`src/rtl/buffer_pixeles_fifo_pkg.sv`:
```
// buffer_pixeles_fifo_pkg: shared width defaults and the clog2 helper for the pixel FIFO
package buffer_pixeles_fifo_pkg;
  localparam int DEF_MEM_WORD_BITS = 32;
  localparam int DEF_PIXEL_BITS = 8;
  function automatic int clog2(input int v);
    return $clog2(v);
  endfunction
endpackage

```
`src/rtl/buffer_pixeles_fifo_if.sv`:
```
// buffer_pixeles_fifo_if: memory-side write port, pixel-side read port and status of the pixel FIFO
interface buffer_pixeles_fifo_if
  import buffer_pixeles_fifo_pkg::*;
#(
  parameter int MEM_WORD_BITS = DEF_MEM_WORD_BITS,
  parameter int PIXEL_BITS = DEF_PIXEL_BITS,
  parameter int DEPTH_WORDS = 4
);
  localparam int CW = clog2(DEPTH_WORDS) + 1;
  logic [MEM_WORD_BITS-1:0] memory_data;
  logic save_mem_data;
  logic read_pixel;
  logic flush;
  logic msb_first;
  logic [PIXEL_BITS-1:0] pixel;
  logic space_available;
  logic data_available;
  logic [CW-1:0] word_count;
  modport master (
    output memory_data, save_mem_data, read_pixel, flush, msb_first,
    input pixel, space_available, data_available, word_count
  );
  modport slave (
    input memory_data, save_mem_data, read_pixel, flush, msb_first,
    output pixel, space_available, data_available, word_count
  );
endinterface

```
`src/rtl/buffer_pixeles_fifo_selector_pixel_palabra.sv`:
```
// selector_pixel_palabra: picks one pixel out of a memory word by index and ordering
module selector_pixel_palabra
  import buffer_pixeles_fifo_pkg::*;
#(
  parameter int MEM_WORD_BITS = DEF_MEM_WORD_BITS,
  parameter int PIXEL_BITS = DEF_PIXEL_BITS,
  parameter int PPW = MEM_WORD_BITS / PIXEL_BITS,
  parameter int IW = clog2(PPW)
) (
  input  logic [MEM_WORD_BITS-1:0] word,
  input  logic [IW-1:0]            index,
  input  logic                     msb_first,
  output logic [PIXEL_BITS-1:0]    pixel
);
  logic [PPW-1:0][PIXEL_BITS-1:0] pix;
  logic [IW-1:0] sel;
  assign pix = word;
  assign sel = msb_first ? IW'(PPW - 1) - index : index;
  assign pixel = pix[sel];
endmodule

```
`src/rtl/buffer_pixeles_fifo.sv`:
```
// buffer_pixeles_fifo: word-wide circular FIFO drained one pixel at a time
module buffer_pixeles_fifo
  import buffer_pixeles_fifo_pkg::*;
#(
  parameter int MEM_WORD_BITS = DEF_MEM_WORD_BITS,
  parameter int PIXEL_BITS = DEF_PIXEL_BITS,
  parameter int DEPTH_WORDS = 4
) (
  input logic clk,
  input logic reset,
  buffer_pixeles_fifo_if.slave bus
);
  localparam int PPW = MEM_WORD_BITS / PIXEL_BITS;
  localparam int IW = clog2(PPW);
  localparam int AW = clog2(DEPTH_WORDS);
  localparam int CW = AW + 1;
  logic [MEM_WORD_BITS-1:0] mem [DEPTH_WORDS];
  logic [AW-1:0] wr_ptr, rd_ptr;
  logic [IW-1:0] idx;
  logic [CW-1:0] count;
  logic wr_ok, rd_ok, free;
  assign bus.space_available = count < CW'(DEPTH_WORDS);
  assign bus.data_available = count != '0;
  assign bus.word_count = count;
  assign wr_ok = bus.save_mem_data & bus.space_available;
  assign rd_ok = bus.read_pixel & bus.data_available;
  assign free = rd_ok & (idx == IW'(PPW - 1));
  always_ff @(posedge clk or negedge reset)
    if (!reset) begin
      wr_ptr <= '0;
      rd_ptr <= '0;
      idx <= '0;
      count <= '0;
    end else if (bus.flush) begin
      wr_ptr <= '0;
      rd_ptr <= '0;
      idx <= '0;
      count <= '0;
    end else begin
      if (wr_ok) wr_ptr <= wr_ptr + 1'b1;
      if (rd_ok) idx <= free ? '0 : idx + 1'b1;
      if (free) rd_ptr <= rd_ptr + 1'b1;
      count <= count + CW'(wr_ok) - CW'(free);
    end
  // slot contents are deliberately left out of reset
  always_ff @(posedge clk)
    if (wr_ok && !bus.flush) mem[wr_ptr] <= bus.memory_data;
  selector_pixel_palabra #(
    .MEM_WORD_BITS(MEM_WORD_BITS),
    .PIXEL_BITS(PIXEL_BITS)
  ) u_sel (
    .word(mem[rd_ptr]),
    .index(idx),
    .msb_first(bus.msb_first),
    .pixel(bus.pixel)
  );
endmodule
```
`src/flat_wrapper.sv`:
```
// flat-port wrapper written by rule: the top's interface ports become plain ports
module buffer_pixeles_fifo_flat import buffer_pixeles_fifo_pkg::*;
#(
  parameter int MEM_WORD_BITS = DEF_MEM_WORD_BITS,
  parameter int PIXEL_BITS = DEF_PIXEL_BITS,
  parameter int DEPTH_WORDS = 4
)
  (clk, reset, bus_memory_data, bus_save_mem_data, bus_read_pixel, bus_flush, bus_msb_first, bus_pixel, bus_space_available, bus_data_available, bus_word_count);
  buffer_pixeles_fifo_if #(.MEM_WORD_BITS(MEM_WORD_BITS), .PIXEL_BITS(PIXEL_BITS), .DEPTH_WORDS(DEPTH_WORDS)) bus_i ();
  input logic clk;
  input logic reset;
  input wire logic [$bits(bus_i.memory_data)-1:0] bus_memory_data;
  input wire logic [$bits(bus_i.save_mem_data)-1:0] bus_save_mem_data;
  input wire logic [$bits(bus_i.read_pixel)-1:0] bus_read_pixel;
  input wire logic [$bits(bus_i.flush)-1:0] bus_flush;
  input wire logic [$bits(bus_i.msb_first)-1:0] bus_msb_first;
  output wire logic [$bits(bus_i.pixel)-1:0] bus_pixel;
  output wire logic [$bits(bus_i.space_available)-1:0] bus_space_available;
  output wire logic [$bits(bus_i.data_available)-1:0] bus_data_available;
  output wire logic [$bits(bus_i.word_count)-1:0] bus_word_count;
  assign bus_i.memory_data = bus_memory_data;
  assign bus_i.save_mem_data = bus_save_mem_data;
  assign bus_i.read_pixel = bus_read_pixel;
  assign bus_i.flush = bus_flush;
  assign bus_i.msb_first = bus_msb_first;
  assign bus_pixel = bus_i.pixel;
  assign bus_space_available = bus_i.space_available;
  assign bus_data_available = bus_i.data_available;
  assign bus_word_count = bus_i.word_count;
  buffer_pixeles_fifo #(.MEM_WORD_BITS(MEM_WORD_BITS), .PIXEL_BITS(PIXEL_BITS), .DEPTH_WORDS(DEPTH_WORDS)) u_core (.clk(clk), .reset(reset), .bus(bus_i));
endmodule
```
`config.mk`:
```
export PLATFORM = sky130hd
export DESIGN_NAME = buffer_pixeles_fifo_flat
export DESIGN_NICKNAME = d
export VERILOG_FILES = /design/src/rtl/buffer_pixeles_fifo_pkg.sv /design/src/rtl/buffer_pixeles_fifo_if.sv /design/src/rtl/buffer_pixeles_fifo_selector_pixel_palabra.sv /design/src/rtl/buffer_pixeles_fifo.sv /design/src/flat_wrapper.sv
export SDC_FILE = /design/constraint.sdc
export NUM_CORES = 1
export LEC_CHECK = 0
export ABC_AREA = 1
export BUFFER_PORTS_ARGS = -buffer_cell sky130_fd_sc_hd__buf_4
export CAP_MARGIN = 20
export CELL_PAD_IN_SITES_DETAIL_PLACEMENT = 0
export CELL_PAD_IN_SITES_GLOBAL_PLACEMENT = 1
export CORE_ASPECT_RATIO = 1.75
export CORE_MARGIN = 4
export CORE_UTILIZATION = 42
export DETAILED_ROUTE_END_ITERATION = 8
export GPL_ROUTABILITY_DRIVEN = 0
export PLACE_DENSITY_LB_ADDON = 0.25
export SYNTH_ARGS = -nofsm -noshare
export SYNTH_HDL_FRONTEND = slang
export SYNTH_SLANG_ARGS = --single-unit
```
`constraint.sdc`:
```
create_clock -name clk -period 2.4 [get_ports clk]
set_clock_uncertainty 0.1 [all_clocks]
set_input_delay 0.12 -clock clk [delete_from_list [all_inputs] [get_ports clk]]
set_output_delay 0.12 -clock clk [all_outputs]
set_load 0.02 [all_outputs]
```
==> flow_metrics.py, run 1 <==
metrics = {
    "drt": {
        "dr.pass1.iters": 4,
        "finalWirelength_um": 13300,
        "drt_iter0_markers": 222,
        "final_antenna_net_count": 0,
        "vias_per_cell": 4.77,
        "via_count": 4138,
        "wire_per_inst_um": 15.3,
        "drcViolationCount": 0,
    },
    "synthesis": {
        "synth_area_per_cell_um2": 10.4,
        "syn_inst": 582,
        "synth_common_cells": "nand2_1, edfxtp_1, inv_1",
        "synth_seq_cells": 137,
        "netlist.top_cell.by_area": "edfxtp_1",
        "postSynth.asyncResetShare": 0.0657,
        "synth_warnings": 0,
        "synth_flop_cell": "edfxtp_1",
        "synth_area_um2": 6040,
        "syn-num-nets": 628,
        "synth_most_common_cell": "nand2_1",
        "synthTopCellsByArea": "edfxtp_1, nand2_1, nand3_1, inv_1, dfrtp_1",
        "synth_top_area_share": 0.637,
        "seq_area_frac_synth": 0.674,
        "synth_edf_count": 128,
        "synthDistinctLibCells": 20,
    },
    "power_and_ir_drop": {
        "ir_drop_v": 0.000595,
        "p_per_area_nw_per_um2": 860,
        "power_uw": 6550,
        "p_leak_uw": 0.00334,
    },
    "timing": {
        "drv_slew": 0,
        "timing.fmax_mhz": 447,
        "period_share": 0.931,
        "finalHoldViolations": 0,
        "finalSetupTns_ns": 0,
        "min_period_ns": 2.24,
        "setup_viol": 0,
        "max_slew.worst_pin.slew_ns": 0.508,
        "rsz0062_at_grt": "false",
        "maxSlewHeadroom": 0.661,
    },
    "clocking": {
        "cts_root_buf": "clkbuf_16",
        "clock_tree.buffer_depth": 2,
        "cts-buffers-inserted": 17,
        "cts_sinks": 137,
        "cts_tree": "built",
        "clk_latency_ns": 0.40,
        "clk_pin_slew_ns": 0.06,
        "htreeDepth": 4,
    },
    "placed_design": {
        "place_inst": 799,
        "dp_hpwl_um": 8000,
        "portBuffers": 50,
    },
    "worst_setup_path": {
        "cp_max_fo": 4,
        "cp_slowest_cell": "dfrtp_1",
        "arrival_ns": 2.43,
        "crit_family": "adder cells",
        "worstPathRequired_ns": 2.59,
        "crit_chain": "ha_1 > inv_1 > nor2_1 > ha_1 > inv_1 > ha_1 > inv_1 > fa_1 > xor2_1 > nor2_1",
        "timing.critical_path.buf_inv": 3,
        "slowest_delay_ns": 0.48,
        "startpoint_type": "flop",
        "endpoint_kind": "flop",
        "regToRegSetupSlack_ns": 0.16,
        "critical_path_class": "flop to flop",
    },
    "floorplanning": {
        "rows": 57,
        "io_pins": 51,
        "core_um2": 14000,
        "die_area_um2": 16400,
        "die_w_um": 98.6,
        "dieHeight_um": 167,
        "start_util": 0.432,
    },
    "layout": {
        "fillers": 1266,
        "area.growth.synth_to_final_pct": 26.1,
        "fin_nets": 723,
        "num_antenna_cells": 0,
        "fin_cells": 867,
        "drive_gt1_frac": 0.151,
    },
    "job": {
        "maxCapViolations": 0,
    },
    "grt": {
        "antenna_found_initial": 0,
        "grt_max_degree": 67,
        "grt-ovfl-total": 0,
        "grt_pass1_vias": 4247,
        "grt_usage": 0.170,
        "grt_pass1_wl_um": 21600,
    },
    "min_path": {
        "hold_path_class": "input pin to flop",
    },
    "status": {
        "status": "completed",
    },
}
-- area by class of cell --
cell class                      instances  area (µm²)  area share
Inverter                              114         430      0.0565
Clock inverter                         14         124      0.0163
Clock buffer                           18         429      0.0563
Multi-Input combinational cell        308        1440       0.189
Tap cell                              177         221      0.0291
Sequential cell                       137        4070       0.534
Timing Repair Buffer                   99         900       0.118
-- power breakdown --
part / internal, µW / total, µW / switching, µW
clock network: 1430 / 2410 / 980
logic: 483 / 1260 / 774
registers: 2810 / 2890 / 78.4
-- stage by stage --
step	area, µm²	util	setup slack (ns)	hold slack [ns]
global placement	6700	0.479	0.319	-0.149
detailed placement	6700	0.479	0.203	-0.143
floorplan	6040	-	-0.327	-0.276
finish	7620	0.545	0.165	0.0526
global route	7620	0.545	0.00572	0.0527
CTS	7610	0.544	0.0182	0.0486
-- layer usage --
metal  global-route usage  vias to the layer above  part of all wire
li1                     -                     2061                 -
met1                0.200                     1972              0.40
met2                0.306                       93              0.55
met3               0.0276                       12             0.036
met4               0.0654                        0             0.015
met5                    0                        -                 0
-- repair_timing --
item | 4_1_cts | 5_1_grt
setup buffers | 0 | 0
endpoints found under the hold margin | 142 | 0
gates resized for setup | 0 | 3
setup endpoints to repair | 0 | 8
hold buffers | 36 | 0
-- state kept, by name (all words and copies together), names as in the netlist --
signal                 count
u_core.rd_ptr              2
u_core.mem               128
u_core.bus.word_count      3
u_core.idx                 2
u_core.wr_ptr              2
-- placed cells by master (no fill, tap or decap), drive strengths merged --
master       count
nand2          176
edfxtp         128
inv            116
nand3          102
buf             63
dlygate4sd3     36
clkbuf          18
nor2            11
dfrtp            9
clkinv           8
ha               7
o21ai            3
clkinvlp         3
xnor2            3
xor2             3
a21oi            1
nand4            1
fa               1
bufinv           1
-- logic make-up (layout without fill, tap and decap cells) --
| kind of cell | after synthesis | count (layout) | share of synthesized area |
|---|---|---|---|
| AND/OR/NAND/NOR | 290 | 290 | 0.203 |
| flip-flops | 137 | 137 | 0.674 |
| XOR/XNOR | 6 | 6 | 0.0124 |
| adder cells (fa/ha/maj) | 8 | 8 | 0.0178 |
| buffers and inverters | 137 | 245 | 0.0891 |
| AO/OA/AOI/OAI | 4 | 4 | 0.00331 |
-- path summary, 6_finish.rpt --
| check | startpoint | end | cells after the start |
|---|---|---|---|
| max in group asynchronous | reset | u_core.rd_ptr[0]$_DFFE_PN0P_ | 3 |
| max reg2reg | u_core.idx[0]$_DFFE_PN0P_ | u_core.bus.word_count[2]$_DFF_PN0_ | 10 |
| max | u_core.idx[0]$_DFFE_PN0P_ | u_core.bus.word_count[2]$_DFF_PN0_ | 10 |
| min in group asynchronous | reset | u_core.idx[0]$_DFFE_PN0P_ | 3 |
| min reg2reg | u_core.idx[1]$_DFFE_PN0P_ | u_core.idx[1]$_DFFE_PN0P_ | 2 |
| min | bus_save_mem_data | u_core.wr_ptr[0]$_DFFE_PN0P_ | 5 |
-- worst reg2reg max path, delay by kind of cell (launching register included) --
kind                       cells  cell delay [ns]
adders and majority gates      4             0.98
DFF                            1             0.48
and+or+nand+nor                2             0.22
xor gates and xnor gates       1             0.19
buffers and inverters          3             0.15
No activity file was read; power rests on OpenSTA's default activity.
==> inputs of run 2 (changes only) <==
--- a/config.mk
+++ b/config.mk
@@ -6,15 +6,17 @@
 export NUM_CORES = 1
 export LEC_CHECK = 0
 export ABC_AREA = 1
-export BUFFER_PORTS_ARGS = -buffer_cell sky130_fd_sc_hd__buf_4
+export ABC_CLOCK_PERIOD_IN_PS = 2400
 export CAP_MARGIN = 20
 export CELL_PAD_IN_SITES_DETAIL_PLACEMENT = 0
 export CELL_PAD_IN_SITES_GLOBAL_PLACEMENT = 1
 export CORE_ASPECT_RATIO = 1.75
 export CORE_MARGIN = 4
-export CORE_UTILIZATION = 42
+export CORE_UTILIZATION = 45
 export DETAILED_ROUTE_END_ITERATION = 8
+export DONT_BUFFER_PORTS = 1
 export GPL_ROUTABILITY_DRIVEN = 0
+export GPL_TIMING_DRIVEN = 0
 export PLACE_DENSITY_LB_ADDON = 0.25
 export SYNTH_ARGS = -nofsm -noshare
 export SYNTH_HDL_FRONTEND = slang
==> run 2 against run 1 <==
Fmax decreased by 4.4%. Register-to-register slack barely moved. Via count fell by 2.4%. Non-clock buffer count is 35 lower. First-iteration DRC count is 20% higher. Combinational power down 17%. Sequential share of layout area increased by 2.1 points. Utilization rose by 1.6 points. Cell count fell by 4.7%.
==> flow_metrics.py, run 2 (synthesized netlist as in run 1, its figures left out) <==
metrics = {
    "drt": {
        "dr.pass1.iters": 5,
        "drt_iter0_markers": 267,
        "wire_per_inst_um": 16.9,
        "drcViolationCount": 0,
        "via_count": 4040,
        "vias_per_cell": 4.89,
        "finalWirelength_um": 13900,
        "final_antenna_net_count": 0,
    },
    "min_path": {
        "min-delay-start": "bus_memory_data[31]",
        "hold_path_class": "input pin to flop",
    },
    "timing": {
        "period_share": 0.974,
        "maxSlewHeadroom": 0.583,
        "min_period_ns": 2.34,
        "timing.fmax_mhz": 428,
        "max_slew.worst_pin.slew_ns": 0.623,
        "setup_slack_ns": 0.0613,
        "finalHoldViolations": 0,
        "drv_slew": 0,
        "finalSetupTns_ns": 0,
        "rsz0062_at_grt": "true",
        "setup_viol": 0,
    },
    "floorplanning": {
        "core_um2": 13100,
        "die_w_um": 95.6,
        "die_area_um2": 15400,
        "rows": 55,
        "dieHeight_um": 161,
        "io_pins": 51,
        "start_util": 0.462,
    },
    "worst_setup_path": {
        "cp_slowest_cell": "dfrtp_1",
        "rr_worst_depth": 11,
        "startpoint_type": "flop",
        "path_depth": 5,
        "crit_chain": "xnor2_2 > buf_2 > nand3_1 > nand3_1 > nand2_1",
        "r2r-end": "u_core.bus.word_count[2]$_DFF_PN0_",
        "crit_family": "simple AND/OR/NAND/NOR gates",
        "worstReg2RegStart": "u_core.bus.word_count[1]$_DFF_PN0_",
        "timing.critical_path.buf_inv": 1,
        "cp_max_fo": 10,
        "critical_path_class": "flop to primary output",
        "slowest_delay_ns": 0.46,
        "endpoint_kind": "primary output",
        "cp_common_cell": "nand3_1",
        "worstPathRequired_ns": 2.18,
        "startpoint": "u_core.idx[0]$_DFFE_PN0P_",
        "setup.worst_path.end": "bus_pixel[5]",
        "regToRegSetupSlack_ns": 0.16,
        "arrival_ns": 2.12,
    },
    "layout": {
        "area.growth.synth_to_final_pct": 21.3,
        "multiInputGateArea_um2": 1480,
        "seq_area_um2": 4070,
        "layout_commonest_cell": "nand2_1",
        "drive_gt1_frac": 0.107,
        "layout_common_cells": "nand2_1, edfxtp_1, inv_1",
        "fin_nets": 688,
        "fillers": 1141,
        "largest_register_ffs": 128,
        "regMostFlops": "u_core.mem",
        "num_antenna_cells": 0,
    },
    "grt": {
        "grt_usage": 0.194,
        "grt_pass1_wl_um": 21600,
        "grt_pass1_vias": 4082,
        "grt_max_degree": 24,
        "grt-ovfl-total": 0,
        "antenna_found_initial": 0,
    },
    "clocking": {
        "cts_tree": "built",
        "post-cts-setup-buffer-count": 0,
        "htreeDepth": 4,
        "clock_tree.buffer_depth": 2,
        "cts-buffers-inserted": 17,
        "clk_latency_ns": 0.41,
        "cts_root_buf": "clkbuf_16",
        "clk_pin_slew_ns": 0.06,
        "cts_sinks": 137,
    },
    "placed_design": {
        "dp_slack_ns": -0.219,
        "portBuffers": 0,
        "dp_hpwl_um": 9450,
    },
    "power_and_ir_drop": {
        "p_leak_uw": 0.00314,
        "ir_drop_v": 0.000619,
        "p_per_area_nw_per_um2": 871,
    },
    "status": {
        "status": "completed",
    },
    "job": {
        "maxCapViolations": 0,
    },
}
==> run 2: changes by cell type in the layout (fill, tap and decap cells not counted), moves of 4 or more <==
cell      before  now
buf_4         57    0
buf_2          0   11
nor2_4         0    5
clkbuf_2       0    4
clkbuf_4       0    4
nor2_2         4    0
==> run 2: layout make-up <==
cell class	count	area share
multi-input combinational	308	0.202
clock buffer	18	0.0586
clock inverter	14	0.0172
sequential	137	0.556
timing repair buffer	41	0.0615
buffer	23	0.0174
inverter	114	0.0584
tap	171	0.0292
==> run 2: metal layers <==
layer  vias to the layer above  part of all wire  wire [µm]  track usage
met5                         -                 0          0            0
met4                         0             0.027        373       0.0797
met3                        24             0.058        814       0.0433
met2                       124              0.54       7560        0.346
met1                      1898              0.37       5180        0.216
li1                       1994                 -          -            -
==> run 2: worst min path at each step <==
stage / to / slack [ns] / cells past startpoint
2_1_floorplan: u_core.bus.word_count[0]$_DFF_PN0_ / -0.28 / 0
3_3_place_gp: u_core.wr_ptr[1]$_DFFE_PN0P_ / -0.28 / 0
3_5_place_dp: u_core.wr_ptr[0]$_DFFE_PN0P_ / -0.28 / 0
4_1_cts: u_core.mem[0][26]$_DFFE_PP_ / 0.29 / 1
5_1_grt: u_core.mem[3][31]$_DFFE_PP_ / 0.31 / 1
6_report: u_core.mem[3][31]$_DFFE_PP_ / 0.31 / 1
==> run 2: stage by stage <==
stage / cells / util / hold WS (ns) / total power (µW) / cell area [µm²]
finish: 826 / 0.560 / 0.307 / 6380 / 7330
global route: 826 / 0.560 / 0.311 / 6660 / 7330
CTS: 826 / 0.558 / 0.295 / 6420 / 7300
detailed placement: 757 / 0.487 / -0.275 / 3940 / 6360
global placement: 753 / 0.478 / -0.275 / 3890 / 6250
floorplan: 582 / - / -0.276 / 3620 / 6040
==> run 2: power breakdown <==
| part | internal, µW | leakage (µW) | switching, µW |
|---|---|---|---|
| Combinational | 323 | 0.00160 | 728 |
| Sequential | 2810 | 0.00128 | 105 |
| Clock | 1430 | 0.000259 | 983 |
| Total | 4560 | 0.00314 | 1820 |
==> run 2: timing repair <==
item                                   in CTS  in global routing
endpoints found under the hold margin     146                  0
setup endpoints to repair                  10                  9
hold buffers                               37                  0
gates resized for setup                     7                 14
